$ cat config.mk
export PLATFORM = sky130hd
export DESIGN_NAME = shot_scheduler
export DESIGN_NICKNAME = d
export VERILOG_FILES = /design/src/rtl/shot_scheduler.sv
export SDC_FILE = /design/constraint.sdc
export NUM_CORES = 1
export LEC_CHECK = 0
export CORE_ASPECT_RATIO = 1.75
export CORE_MARGIN = 3
export CORE_UTILIZATION = 36
export DETAILED_ROUTE_END_ITERATION = 10
export DONT_BUFFER_PORTS = 1
export GPL_TIMING_DRIVEN = 0
export PLACE_DENSITY = 0.51
export SLEW_MARGIN = 30
export SYNTH_ARGS = -nofsm -noshare
export SYNTH_HDL_FRONTEND = slang
export SYNTH_SLANG_ARGS = --single-unit
$ cat constraint.sdc
create_clock -name frame_clk -period 5.4 [get_ports frame_clk]
set_clock_uncertainty 0.05 [all_clocks]
set_input_delay 0.81 -clock frame_clk [delete_from_list [all_inputs] [get_ports frame_clk]]
set_output_delay 0.81 -clock frame_clk [all_outputs]
set_load 0.03 [all_outputs]
$ cat src/rtl/shot_scheduler.sv
// Round-robin launch scheduler: picks one requester and the lowest free projectile slot,
// pulses both for one frame, waits for the slot to go busy, then cools down.
module shot_scheduler #(
    parameter int NUM_REQ      = 8,
    parameter int NUM_SLOTS    = 15,
    parameter int MAX_INFLIGHT = 4,
    parameter int COOLDOWN     = 12,
    parameter int ACK_TIMEOUT  = 4,
    localparam int RW = (NUM_REQ > 1) ? $clog2(NUM_REQ) : 1,
    localparam int SW = (NUM_SLOTS > 1) ? $clog2(NUM_SLOTS) : 1,
    localparam int CW = $clog2(NUM_SLOTS + 1)
) (
    input  logic                 frame_clk,
    input  logic                 Reset,
    input  logic                 enable,
    input  logic [NUM_REQ-1:0]   Req,
    input  logic [NUM_SLOTS-1:0] SlotBusy,
    output logic [NUM_SLOTS-1:0] ShootSlot,
    output logic [NUM_REQ-1:0]   Grant,
    output logic [RW-1:0]        GrantIdx,
    output logic [SW-1:0]        SlotIdx,
    output logic [CW-1:0]        InFlight,
    output logic                 FireFault
);
    localparam int KW = (COOLDOWN > 1) ? $clog2(COOLDOWN) : 1;
    localparam int AW = (ACK_TIMEOUT > 1) ? $clog2(ACK_TIMEOUT) : 1;
    localparam logic [CW-1:0]        MAX_IF    = CW'(MAX_INFLIGHT);
    localparam logic [KW-1:0]        COOL_LOAD = KW'(COOLDOWN - 1);
    localparam logic [AW-1:0]        ACK_LAST  = AW'(ACK_TIMEOUT - 1);
    localparam logic [RW-1:0]        REQ_LAST  = RW'(NUM_REQ - 1);
    localparam logic [NUM_REQ-1:0]   REQ_ONE   = NUM_REQ'(1);
    localparam logic [NUM_SLOTS-1:0] SLOT_ONE  = NUM_SLOTS'(1);

    typedef enum logic [2:0] {IDLE, ARB, FIRE, WAIT_ACK, COOL} state_e;

    state_e               state_q;
    logic [RW-1:0]        rr_ptr_q;
    logic [KW-1:0]        cool_cnt_q;
    logic [AW-1:0]        ack_cnt_q;
    logic [AW-1:0]        ack_cnt_d;
    logic [NUM_SLOTS-1:0] shoot_q;
    logic [NUM_REQ-1:0]   grant_q;
    logic [RW-1:0]        grant_idx_q;
    logic [SW-1:0]        slot_idx_q;
    logic [CW-1:0]        inflight_q;
    logic [CW-1:0]        inflight_d;
    logic                 fault_q;

    logic                 win_ok;
    logic [RW-1:0]        win_sel;
    logic                 slot_ok;
    logic [SW-1:0]        slot_sel;

    // Walk offsets from the far end so the nearest set bit at or after rr_ptr is kept.
    always_comb begin
        int j;
        j       = 0;
        win_ok  = 1'b0;
        win_sel = '0;
        for (int i = NUM_REQ - 1; i >= 0; i--) begin
            j = int'(rr_ptr_q) + i;
            if (j >= NUM_REQ) j = j - NUM_REQ;
            if (Req[RW'(j)]) begin
                win_ok  = 1'b1;
                win_sel = RW'(j);
            end
        end
    end

    always_comb begin
        slot_ok  = 1'b0;
        slot_sel = '0;
        for (int i = NUM_SLOTS - 1; i >= 0; i--) begin
            if (!SlotBusy[SW'(i)]) begin
                slot_ok  = 1'b1;
                slot_sel = SW'(i);
            end
        end
    end

    always_comb begin
        inflight_d = '0;
        for (int i = 0; i < NUM_SLOTS; i++)
            inflight_d = inflight_d + CW'(SlotBusy[SW'(i)]);
    end

    assign ack_cnt_d = ack_cnt_q + 1'b1;

    always_ff @(posedge frame_clk or posedge Reset) begin
        if (Reset) begin
            state_q     <= IDLE;
            rr_ptr_q    <= '0;
            cool_cnt_q  <= '0;
            ack_cnt_q   <= '0;
            shoot_q     <= '0;
            grant_q     <= '0;
            grant_idx_q <= '0;
            slot_idx_q  <= '0;
            inflight_q  <= '0;
            fault_q     <= 1'b0;
        end else begin
            shoot_q    <= '0;
            grant_q    <= '0;
            inflight_q <= inflight_d;
            case (state_q)
                IDLE: begin
                    if (enable && |Req && slot_ok && (inflight_q < MAX_IF))
                        state_q <= ARB;
                end
                ARB: begin
                    // Pulses are registered here so they are visible for the whole FIRE frame.
                    if (enable && win_ok && slot_ok) begin
                        grant_q     <= REQ_ONE << win_sel;
                        shoot_q     <= SLOT_ONE << slot_sel;
                        grant_idx_q <= win_sel;
                        slot_idx_q  <= slot_sel;
                        state_q     <= FIRE;
                    end else begin
                        state_q <= IDLE;
                    end
                end
                FIRE: begin
                    rr_ptr_q  <= (grant_idx_q == REQ_LAST) ? '0 : grant_idx_q + 1'b1;
                    ack_cnt_q <= '0;
                    state_q   <= WAIT_ACK;
                end
                WAIT_ACK: begin
                    if (SlotBusy[slot_idx_q]) begin
                        cool_cnt_q <= COOL_LOAD;
                        state_q    <= COOL;
                    end else if (ack_cnt_d == ACK_LAST) begin
                        fault_q    <= 1'b1;
                        cool_cnt_q <= COOL_LOAD;
                        state_q    <= COOL;
                    end else begin
                        ack_cnt_q <= ack_cnt_d;
                    end
                end
                COOL: begin
                    if (cool_cnt_q == '0) state_q <= IDLE;
                    else                  cool_cnt_q <= cool_cnt_q - 1'b1;
                end
                default: state_q <= IDLE;
            endcase
        end
    end

    assign ShootSlot = shoot_q;
    assign Grant     = grant_q;
    assign GrantIdx  = grant_idx_q;
    assign SlotIdx   = slot_idx_q;
    assign InFlight  = inflight_q;
    assign FireFault = fault_q;
endmodule
==> results of run 1 <==
-- cell usage in the layout, fill, tap and decap left out, drive strengths merged, types with 4 or more instances in the layout --
master and count:
nor2b 4, nor3b 7, clkbuf 9, dfrtp 35
o31ai 5, mux2i 14, nand2 30, buf 19
nor3 5, o21ai 14, inv 16, mux4 11
a21oi 6, mux2 6, a22oi 4, ha 7
conb 12, nand3 8, nor2 13
-- cells by family after synthesis --
logic type	after synthesis	share of synthesized area
xor+xnor	3	0.0109
other cells	1	0.00155
buf+inv	38	0.0855
compound gates	48	0.133
mux	31	0.193
fa+ha+maj	7	0.0363
simple gates	83	0.177
flops	35	0.363
-- worst max-delay path: cells and delay by family (launching register included) --
family	cells	cell delay, ns
buffers and inverters	4	1.02
AOI/OAI and AO/OA	3	1.02
muxes	2	0.81
DFF	1	0.37
adders and majority gates	1	0.33
and+or+nand+nor	1	0.27
-- metrics by stage --
step | cells | worst slack (ns) | hold slack [ns]
after floorplan | 257 | 2.16 | 0.405
after global placement | 337 | 1.48 | 0.422
after detailed placement | 337 | 1.41 | 0.427
after CTS | 345 | 1.38 | 0.437
after global routing | 345 | 1.10 | 0.468
final | 345 | 1.44 | 0.432
-- power groups by stage --
| stage | registers, uW | clock network, uW | logic [uW] |
|---|---|---|---|
| 2_1_floorplan | 451 | 0 | 779 |
| 3_3_place_gp | 474 | 0 | 967 |
| 3_5_place_dp | 474 | 0 | 976 |
| 4_1_cts | 470 | 248 | 977 |
| 5_1_grt | 480 | 261 | 1090 |
| 6_report | 467 | 243 | 971 |
-- registers in the layout, summed over array words and instances (netlist names) --
| register | count |
|---|---|
| cool_cnt_q | 4 |
| rr_ptr_q | 3 |
| ShootSlot | 8 |
| FireFault | 1 |
| SlotIdx | 3 |
| ack_cnt_q | 2 |
| Grant | 8 |
| GrantIdx | 3 |
| state_q | 3 |
-- layer usage --
metal / global-route usage / wire length (microns)
met1: 0.167 / 2060
met3: 0.0295 / 282
met4: 0.0598 / 107
met2: 0.297 / 3280
met5: 0 / 0
-- layout make-up --
class / count / area, sq um
tap: 80 / 100
buffer: 22 / 146
clock buffer: 6 / 82.6
multi-input combinational: 184 / 1370
fill: 661 / 3700
clock inverter: 2 / 35.0
sequential: 35 / 876
inverter: 16 / 60.1
-- worst max path at each step --
stage,startpoint,to
global placement,rr_ptr_q[1],Grant[3]
floorplan,rr_ptr_q[1],ShootSlot[6]
detailed placement,rr_ptr_q[1],Grant[3]
global route,rr_ptr_q[1],Grant[3]
CTS,rr_ptr_q[1],Grant[3]
finish,rr_ptr_q[1],Grant[3]
==> results.yml, run 1 <==
worst_hold_path:
  min_to: "ack_cnt_q[0]"
  min_from: "ack_cnt_q[0]"
  hold_path_depth: 1
  hp-class: "reg -> reg"
global_routing:
  grt_util_all_layers: 0.158
  grt_max_degree: 36
  overflow: 0
  grt_pass1_vias: 1850
  grt_antenna_before_repair: 0
  grt_pass1_wl_mm: 9.31
sta:
  finalHoldViolations: 0
  fmax_ghz: 0.253
  finalSetupViolCount: 0
  period_share: 0.733
  setup-tns-final_ns: 0
  finalMaxSlewViolations: 0
  max_slew_margin: 0.519
  tightest_slew_ns: 0.720
  rsz0062_at_grt: "no"
  fin_crit_ns: 3.96
clock_network:
  cts_root_buffer: "clkbuf_8"
  clk_pin_slew_ns: 0.07
  htree_levels: 2
  post_cts.repair.setup_buffers: 0
  clkLatencyLatePin_ns: 0.28
  cts_made_buffers: 5
  clock_sinks: 35
  cts_resized: 0
  holdBufCountCts: 0
  clk_path_buf_depth: 2
  cts_tree: "built"
cells_and_area:
  antenna_cells: 0
  drive_above_1_share: 0.174
  fin_util: 0.420
  area_growth_pct: 10.7
  final_nets: 297
  stdcell_area_sq_um: 2670
synth:
  yosys_most_used_dff: "dfrtp_1"
  yosysSeqAreaShare: 0.363
  synthesis.area_sq_um: 2410
  ys_ff_latch: 35
  post_synth_most_frequent_cells: "35 x dfrtp_1, 30 x nand2_1, 16 x inv_1, 14 x mux2i_1"
  synthArstFlopShare: 1.00
  yosys_warnings: 0
  synth_cells: 246
  synth_edf_count: 0
  synth_top_area_frac: 0.363
  synth_area_leaders: "dfrtp_1 36%, mux4_2 7.5%, mux2i_1 5.8%"
  synthDistinctLibCells: 53
  yosys.area.top_type: "dfrtp_1"
  avgSynthCellArea_sq_um: 9.82
  synth_most_common_cell: "dfrtp_1"
drt:
  totalWireLength_mm: 5.73
  drtPass1Iterations: 4
  initialDrtViolationCount: 79
  vias_per_cell: 5.39
  wire_per_inst_microns: 16.6
  drc: 0
  num_vias: 1861
  drt.antenna.violating_nets: 0
floorplan:
  coreArea_sq_um: 6370
  fp.dieH_microns: 114
  num_rows: 38
  start_util: 0.379
  fp.dieArea_sq_um: 7770
  die_w_microns: 67.9
  pin_count: 61
pwr:
  clock_power_share: 0.144
  ir_drop_uv: 292
  power_frac_comb: 0.578
  p_seq_frac: 0.278
  p_leak_uw: 0.00126
  finalPower_uw: 1680
  p_switching_uw: 788
  intPower_uw: 893
  switching_share: 0.469
  power_density_nw_per_um2: 629
setup_path:
  reg2reg_setup_slack_ns: 1.44
  cp_max_fo: 10
  slowest_stage: "mux4_1"
  setup.worst_path.end_class: "register"
  cp.required_ns: 5.54
  r2r_cells: 11
  start_kind: "register"
  worstPathArrival_ns: 4.10
  r2r_end: "Grant[3]"
  r2r_start: "rr_ptr_q[1]"
  max_stage_delay_ns: 0.65
  cp_cell_sequence: "buf_2 > buf_1 > inv_1 > ha_1 > buf_4 > mux2i_1 > mux4_1 > a211oi_1 > a31oi_1 > o21ai_1 > nor3b_1"
  crit_type: "reg -> reg"
flow_run:
  drv_cap: 0
placed_design:
  placed_cell_area_sq_um: 2560
  dp_hpwl_mm: 4.53
  gp_congestion: 0.779
  portBuffers: 0
run_status:
  status: "finished, final reports clean"
Note: power is estimated with default switching activity, not from simulation.
==> inputs of run 2 (changes only) <==
PLACE_DENSITY = 0.53   (was 0.51)
clock period = 3.4 ns   (was 5.4 ns; I/O delays follow)
==> run 2 against run 1 <==
Compared with the run above: via count grew 0.38%; design area grew 0.61%; register-to-register slack lost 1.2 ns; flip-flop and latch count is the same; clock power grew 19%; first-iteration DRC count grew 19%; sequential share of layout area shrank 0.15 points; routed wire length grew 0.61%; critical path type unchanged; largest cell class unchanged.
==> results.yml, run 2 (synthesis gave the netlist of run 1 again) <==
cells_and_area:
  fill_cells: 650
  final_common_cell: "dfrtp_1"
  antenna_cells: 0
  seq_area_sq_um: 877
  final_nets: 298
  multi_input_area_sq_um: 1400
  drive_above_1_share: 0.214
  fin_util: 0.422
  layoutNonFillerInstCount: 346
  stdcell_area_sq_um: 2690
  area_growth_pct: 11.4
  mostFrequentLayoutCells: "34 x dfrtp_1, 30 x nand2_1, 15 x buf_4"
setup_path:
  reg2reg_setup_slack_ns: 0.20
  max_stage_delay_ns: 0.56
  start_kind: "register"
  startpoint: "rr_ptr_q[1]"
  r2r_end: "ShootSlot[4]"
  r2r_start: "rr_ptr_q[1]"
  r2r_cells: 12
  critPathCapture: "ShootSlot[4]"
  setup.worst_path.end_class: "register"
  worstPathArrival_ns: 3.33
  cp.depth: 12
  crit_type: "reg -> reg"
  path_buf_inv: 5
  slowest_stage: "or4_4"
  cp.required_ns: 3.53
  cp_max_fo: 16
  cp_cell_sequence: "buf_8 > inv_1 > ha_1 > buf_4 > mux4_2 > or4_4 > o21ai_2 > or4b_1 > buf_2 > or2_1 > clkbuf_2 > and3b_1"
  critPathTopFamily: "simple AND/OR/NAND/NOR gates"
drt:
  wl_met2_mm: 3.24
  vias_per_cell: 5.40
  num_vias: 1868
  initialDrtViolationCount: 94
  wire_per_inst_microns: 16.7
  totalWireLength_mm: 5.76
  wl_met1_mm: 2.04
  highest_layer: "met4"
  drtPass1Iterations: 4
  met3_wirelength_microns: 287
  drc: 0
  drt.antenna.violating_nets: 0
sta:
  tightest_slew_ns: 0.740
  fmax_ghz: 0.313
  finalSetupViolCount: 0
  fin_ws_ns: 0.200
  period_share: 0.941
  max_slew_margin: 0.506
  whs_ns: 0.179
  rsz0062_at_grt: "no"
  finalHoldViolations: 0
  finalMaxSlewViolations: 0
  fin_crit_ns: 3.20
clock_network:
  clk_pin_slew_ns: 0.07
  clk_path_buf_depth: 2
  cts_tree: "built"
  cts_root_buffer: "clkbuf_8"
  htree_levels: 2
  cts_made_buffers: 5
  clkLatencyLatePin_ns: 0.29
  clock_sinks: 35
placed_design:
  placed_cell_area_sq_um: 2560
  placed_cells: 337
  gp_congestion: 0.829
  dp_hpwl_mm: 4.52
  pre_cts_ws_ns: -0.502
  portBuffers: 0
pwr:
  ir_drop_uv: 479
  power_density_nw_per_um2: 984
  p_leak_uw: 0.00126
global_routing:
  grt_util_all_layers: 0.159
  grt_pass1_vias: 1936
  grt_antenna_before_repair: 0
  grt_max_degree: 36
  overflow: 0
  grt_pass1_wl_mm: 9.36
floorplan:
  coreArea_sq_um: 6370
  start_util: 0.379
  num_rows: 38
  pin_count: 61
  fp.dieH_microns: 114
  die_w_microns: 67.9
  fp.dieArea_sq_um: 7770
worst_hold_path:
  hp-class: "in -> async"
flow_run:
  drv_cap: 0
run_status:
  status: "finished, final reports clean"
## run 2: cell types whose count changed in the layout (fill, tap and decap cells not counted), sizes merged
cell / before / now
bufinv: 1 / 0
buf: 19 / 21
clkinv: 1 / 3
clkbuf: 9 / 7
## run 2: timing repair
item	in CTS	in global routing
buffers inserted	1	1
hold buffers	0	0
endpoints found under the hold margin	0	0
pin swaps	0	1
setup endpoints to repair	24	22
gates resized for setup	3	11
## run 2: layout make-up
cell class              instances  area share
plain buffers                  21      0.0581
clock buffers                   5      0.0256
clock inverters                 3     0.00558
inverters                      16      0.0223
multi-input cells             184       0.520
flip-flops and latches         35       0.326
well taps                      80      0.0372
repair buffers                  2     0.00558
## run 2: power breakdown
group | leakage, uW | internal [uW] | switching (uW)
sequential | 0.000456 | 526 | 217
clock | 0.0000477 | 140 | 148
combinational | 0.000755 | 700 | 915
total | 0.00126 | 1370 | 1280
## run 2: worst min-delay path by stage
stage	endpoint	slack, ns	cells past startpoint
after CTS	ShootSlot[0]	0.20	1
final	ShootSlot[0]	0.18	1
after global placement	ack_cnt_q[0]	0.43	1
after floorplan	ack_cnt_q[0]	0.40	1
after global routing	ShootSlot[3]	0.22	1
after detailed placement	ack_cnt_q[0]	0.43	1
## run 2: metal layers
| layer | track usage | up-vias |
|---|---|---|
| met3 | 0.0255 | 14 |
| li1 | - | 903 |
| met1 | 0.162 | 889 |
| met4 | 0.0863 | 0 |
| met2 | 0.296 | 62 |
| met5 | 0 | - |
## run 2: per-stage QoR
stage          setup TNS (ns)  power, uW
6_report                    0       2650
5_1_grt                     0       2880
4_1_cts                     0       2620
3_5_place_dp            -9.80       2300
3_3_place_gp            -9.71       2280
2_1_floorplan               0       1950
